<file path="src/rtl/inst_buffer.sv">
// inst_buffer: circular instruction queue between fetch and decode.
// Fetch enqueues up to FETCH_WIDTH contiguous instructions per cycle. Decode sees
// the oldest FETCH_WIDTH entries as a bundle, and those entries are consumed only
// in cycles where decode actually latches the bundle. A backend redirect flushes
// the buffer. A commit walk holds the bundle in place.
module inst_buffer #(
  parameter int FETCH_WIDTH = 4,
  parameter int DEPTH       = 16,
  parameter int FSQ_INFO_W  = 16
) (
  input  logic                                  clk,
  input  logic                                  rst,
  // fetch side
  input  logic [FETCH_WIDTH-1:0]                in_en,
  input  logic [FETCH_WIDTH-1:0][31:0]          in_inst,
  input  logic [FETCH_WIDTH-1:0]                in_iam,
  input  logic [FETCH_WIDTH-1:0]                in_ipf,
  input  logic [FETCH_WIDTH-1:0][FSQ_INFO_W-1:0] in_fsqInfo,
  output logic                                  in_ready,
  // decode side (FetchBundle)
  output logic [FETCH_WIDTH-1:0]                out_en,
  output logic [FETCH_WIDTH-1:0][31:0]          out_inst,
  output logic [FETCH_WIDTH-1:0]                out_iam,
  output logic [FETCH_WIDTH-1:0]                out_ipf,
  output logic [FETCH_WIDTH-1:0][FSQ_INFO_W-1:0] out_fsqInfo,
  // backend control
  input  logic                                  rename_full,
  input  logic                                  dis_full,
  input  logic                                  redirect,
  input  logic                                  walk,
  // perf event: a walk is holding back instructions that are ready for decode
  output logic                                  walk_stall
);

  localparam int PTR_W  = $clog2(DEPTH);
  localparam int CNT_W  = PTR_W + 1;
  localparam int LIDX_W = (FETCH_WIDTH > 1) ? $clog2(FETCH_WIDTH) : 1;

  typedef struct packed {
    logic [31:0]           inst;
    logic                  iam;
    logic                  ipf;
    logic [FSQ_INFO_W-1:0] fsq;
  } entry_t;

  // Storage is not reset. Only entries below count are ever presented as valid.
  entry_t mem [DEPTH];

  // Each pointer carries a wrap bit above the index.
  logic [PTR_W:0]   head_reg, head_next;
  logic [PTR_W:0]   tail_reg, tail_next;
  logic [CNT_W-1:0] count_reg, count_next;

  logic [CNT_W-1:0] enq_num;   // popcount of in_en
  logic [CNT_W-1:0] deq_num;   // min(count, FETCH_WIDTH)
  logic [CNT_W-1:0] enq_n;
  logic [CNT_W-1:0] deq_n;
  logic             enq_fire;
  logic             deq_fire;

  entry_t           in_data [FETCH_WIDTH];
  logic             wr_hit  [DEPTH];
  logic [LIDX_W-1:0] wr_lane [DEPTH];

  // in_ready depends only on the registered count, so it has no combinational input path.
  assign in_ready = (count_reg <= CNT_W'(DEPTH - FETCH_WIDTH));

  // Enqueue is blocked by a redirect in the same cycle. Dequeue happens exactly
  // when decode latches the bundle.
  assign enq_fire = (|in_en) & in_ready & ~redirect;
  assign deq_fire = ~(rename_full | dis_full) & ~walk & ~redirect;

  // Count the active fetch lanes. Lanes are contiguous from lane 0, so a popcount is enough.
  always_comb begin
    enq_num = '0;
    for (int i = 0; i < FETCH_WIDTH; i++) begin
      enq_num = enq_num + CNT_W'(in_en[i]);
    end
  end

  assign deq_num = (count_reg < CNT_W'(FETCH_WIDTH)) ? count_reg : CNT_W'(FETCH_WIDTH);
  assign enq_n   = enq_fire ? enq_num : '0;
  assign deq_n   = deq_fire ? deq_num : '0;

  // Next-state pointer and occupancy. A redirect flushes everything.
  always_comb begin
    head_next  = head_reg + (PTR_W + 1)'(deq_n);
    tail_next  = tail_reg + (PTR_W + 1)'(enq_n);
    count_next = count_reg + enq_n - deq_n;
    if (redirect) begin
      head_next  = '0;
      tail_next  = '0;
      count_next = '0;
    end
  end

  // Pointer and count registers. Reset has priority over redirect, enqueue and dequeue.
  always_ff @(posedge clk) begin
    if (rst) begin
      head_reg  <= '0;
      tail_reg  <= '0;
      count_reg <= '0;
    end else begin
      head_reg  <= head_next;
      tail_reg  <= tail_next;
      count_reg <= count_next;
    end
  end

  // Pack the per-lane fetch payload into entry records.
  for (genvar gi = 0; gi < FETCH_WIDTH; gi++) begin : g_in_pack
    assign in_data[gi] = '{inst: in_inst[gi], iam: in_iam[gi], ipf: in_ipf[gi],
                           fsq: in_fsqInfo[gi]};
  end

  // Each entry decides on its own whether it falls inside the tail..tail+n-1
  // window and, if so, which fetch lane feeds it. This keeps packets that
  // straddle the wrap point free of special cases.
  for (genvar gi = 0; gi < DEPTH; gi++) begin : g_wr_sel
    logic [PTR_W-1:0] offset;
    assign offset      = PTR_W'(gi) - tail_reg[PTR_W-1:0];
    assign wr_hit[gi]  = enq_fire & ~rst & (CNT_W'(offset) < enq_num);
    assign wr_lane[gi] = offset[LIDX_W-1:0];
  end

  // Entry writes. Each entry takes at most one lane per cycle.
  always_ff @(posedge clk) begin
    for (int e = 0; e < DEPTH; e++) begin
      if (wr_hit[e]) begin
        mem[e] <= in_data[wr_lane[e]];
      end
    end
  end

  // Lane i shows entry head+i. The bundle comes straight from registered state.
  for (genvar gi = 0; gi < FETCH_WIDTH; gi++) begin : g_out_lane
    logic [PTR_W-1:0] rd_idx;
    entry_t           rd_ent;
    assign rd_idx           = head_reg[PTR_W-1:0] + PTR_W'(gi);
    assign rd_ent           = mem[rd_idx];
    assign out_en[gi]       = (CNT_W'(gi) < count_reg);
    assign out_inst[gi]     = rd_ent.inst;
    assign out_iam[gi]      = rd_ent.iam;
    assign out_ipf[gi]      = rd_ent.ipf;
    assign out_fsqInfo[gi]  = rd_ent.fsq;
  end

  assign walk_stall = walk & out_en[0];

endmodule
</file>
<file path="config.mk">
export PLATFORM = sky130hd
export DESIGN_NAME = inst_buffer
export DESIGN_NICKNAME = d
export VERILOG_FILES = /design/src/rtl/inst_buffer.sv
export SDC_FILE = /design/constraint.sdc
export NUM_CORES = 2
export LEC_CHECK = 0
export CAP_MARGIN = 25
export CORE_MARGIN = 5
export CORE_UTILIZATION = 43
export DETAILED_ROUTE_END_ITERATION = 10
export SYNTH_ARGS = -nofsm -noshare
export SYNTH_HDL_FRONTEND = slang
export SYNTH_SLANG_ARGS = --single-unit
export TNS_END_PERCENT = 100
</file>
<file path="constraint.sdc">
create_clock -name clk -period 15.1 [get_ports clk]
set_clock_uncertainty 0.15 [all_clocks]
set_input_delay 3.775 -clock clk [delete_from_list [all_inputs] [get_ports clk]]
set_output_delay 3.775 -clock clk [all_outputs]
set_load 0.005 [all_outputs]
</file>
==> impl_results.md <==
- CP startpoint kind: register
- Die height: 366 µm
- Pre-Repair DR Iteration Count: 5
- Antenna violations before repair: 10
- DRT iter0 DRCs: 3911
- Syn-to-layout area delta: 16.4%
- Hpwl dp: 118000 µm
- Max-Cap Viols: 0
- Most used cells in the layout excluding fill and tap cells: mux4_2, edfxtp_1, clkdlybuf4s50_1
- Total gr overflow: 0
- Htree depth: 3
- Hold slack: 525 ps
- IO Pins: 416
- Clock tree buffer depth: 3
- Cell variety after synth: 42
- Setup Viol. Count Final: 0
- Number of nets in the layout: 3863
- Net Count, Synth: 3600
- Post-synth EDFFs: 800
- Peak supply drop: 0.0873 mV
- Layout cells sized above 1: 0.297
- Starting Density: 0.433
- Worst-Margin Slew: 1240 ps
- Post-route ant nets: 0
- Final worst-path cycle share: 0.623
- Final cell count without fillers: 5340
- Largest net degree at the start of global routing: 151
- Max Fclk: 0.106 GHz
- Crit-path max cell delay: 890 ps
- Total global-route track usage: 0.275
- Synthesized instance count: 3345
- Leakage Power: 19.1 nW
- R2r worst-path depth: 7
- Hold Crit Depth: 2
- Root Buffer: clkbuf_16
- Met3 usage: 0.0755
- Final wirelength: 188000 µm
- DRC Markers: 0
- Post-cts hold buffer count: 0
- Rows: 130
- Synth async-reset ratio: 0
- Slew Limit Fails: 0
- Synthesized area per cell: 16.3 µm²
- Min-delay worst type: register to register
- Maximum net fanout on the critical path: 66
- Global routing's busiest layer: met2
- Setup TNS: 0 ps
- Sum of buffers and inverters on the critical path: 4
- Die W: 366 µm
- Synth warn: 0
- Power Density: 96.1 nW/µm²
- Post-CTS sizing: 0
- WS Path Type: register to primary output
- GP Congestion: 0.855
- Worst EP required: 11180 ps
- Input/output buffers: 415
- Vias per cell: 6.99
- CTS Buf Count: 93
- Detailed-route via count: 37300
- Final Hold Fails: 0
- CP Depth: 9
- CTS sink cnt: 813
- Post-synthesis sequential area ratio: 0.445
- Met1 Use GR: 0.368
- CP top delay family: buffers and inverters
- Minimum clock period: 9410 ps
- Core Box Area: 126000 µm²
- Post-CTS Repair Setup Buffers: 0
- Worst path cell trace: inv_1 > ha_4 > xnor2_2 > buf_4 > buf_4 > mux4_2 > mux2i_1 > mux2i_1 > clkdlybuf4s50_1
- First-pass GRT wire length: 270000 µm
- Slew HR: 0.177
- TritonCTS clock tree: done
- Power, Total: 6.11 mW
- Number of global-route vias before repair: 37100
- Outcome: complete, no violations
- Critical path arrival: 5490 ps
- Number of flip-flops in the largest register: 800
- Cells after DPL: 5157
- #FFs+latches synth: 813
- Final core occ: 0.505
- Met2 Resource Use GR: 0.435
- Clock slew at reported path FFs: 60 ps
- Drt wl/cell: 35.2 µm
- Post-synth top flop: edfxtp_1
- Cell at the slowest stage of the critical path: buf_4
- Die Footprint: 134000 µm²
- CP Capture Type: primary output
- RSZ-0062 raised after global routing: no
- Synth Cell Area: 54600 µm²
- Clk_lat worst skew: 680 ps
[cell usage after synthesis (13+ instances only)]
cell type	number	area (µm²)
edfxtp_1	800	24000
mux4_2	800	18000
mux2i_1	390	3900
nand2_1	245	920
buf_2	153	766
clkbuf_1	141	529
nand3_1	116	581
mux2_1	97	1090
o22ai_1	84	526
a221oi_1	58	508
a32o_1	58	581
and2_1	54	338
a21oi_1	52	260
a211oi_1	44	330
ha_1	39	488
inv_1	29	109
buf_4	26	195
or4_1	22	165
mux2_2	19	214
buf_1	16	60.1
nor2_1	14	52.6
dfxtp_1	13	260
[routing by layer]
metal | share of wire | vias up
met4 | 0.034 | 2
met3 | 0.11 | 332
li1 | - | 15000
met1 | 0.38 | 19600
met5 | 0.00010 | -
met2 | 0.47 | 2383
[per-stage QoR]
stage               area (µm²)  worst slack (ps)
floorplan                54600              1120
global placement         60200              6320
detailed placement       60200              6300
CTS                      63300              5630
global route             63500              5380
finish                   63500              5690
[final timing paths]
check | from | to | slack, ps
setup reg to reg | tail_reg[0] | mem[0][40] | 10140
setup / recovery | head_reg[1] | out_fsqInfo[50] | 5690
hold / removal | count_reg[0] | count_reg[0] | 520
hold reg to reg | count_reg[0] | count_reg[0] | 520
[power breakdown]
part | total (mW) | internal [mW] | leakage, nW | switching (mW)
sequential | 2.74 | 2.66 | 7.34 | 0.0811
combinational | 1.04 | 0.498 | 10.2 | 0.540
clock | 2.33 | 1.37 | 1.51 | 0.953
total | 6.11 | 4.53 | 19.1 | 1.57
[kinds of logic (layout without fill, tap and decap cells)]
family          after synthesis  in the layout  synth area share
flops                       813            813             0.445
simple gates                481            481            0.0412
mux                        1306           1306             0.426
other cells                   0              8                 0
buf+inv                     366            703            0.0306
xor+xnor                     21             21           0.00351
fa+ha+maj                    45             45            0.0111
compound gates              313            313            0.0429
[worst register-to-register path, stage by stage (launching register included)]
cell and delay (ps):
dfxtp_4 700, inv_1 250, ha_4 730, ha_1 350, a21o_1 200, a2111oi_2 850, buf_4 630, buf_4 700
[area by class of cell]
class / instances / area (µm²)
fill: 10400 / 62400
tap: 1650 / 2060
sequential: 813 / 24300
clock inverter: 63 / 657
inverter: 29 / 110
antenna: 8 / 20.0
clock buffer: 106 / 2460
timing repair buffer: 505 / 5040
multi-input combinational: 2166 / 28900
No activity file was read; power rests on OpenSTA's default activity.
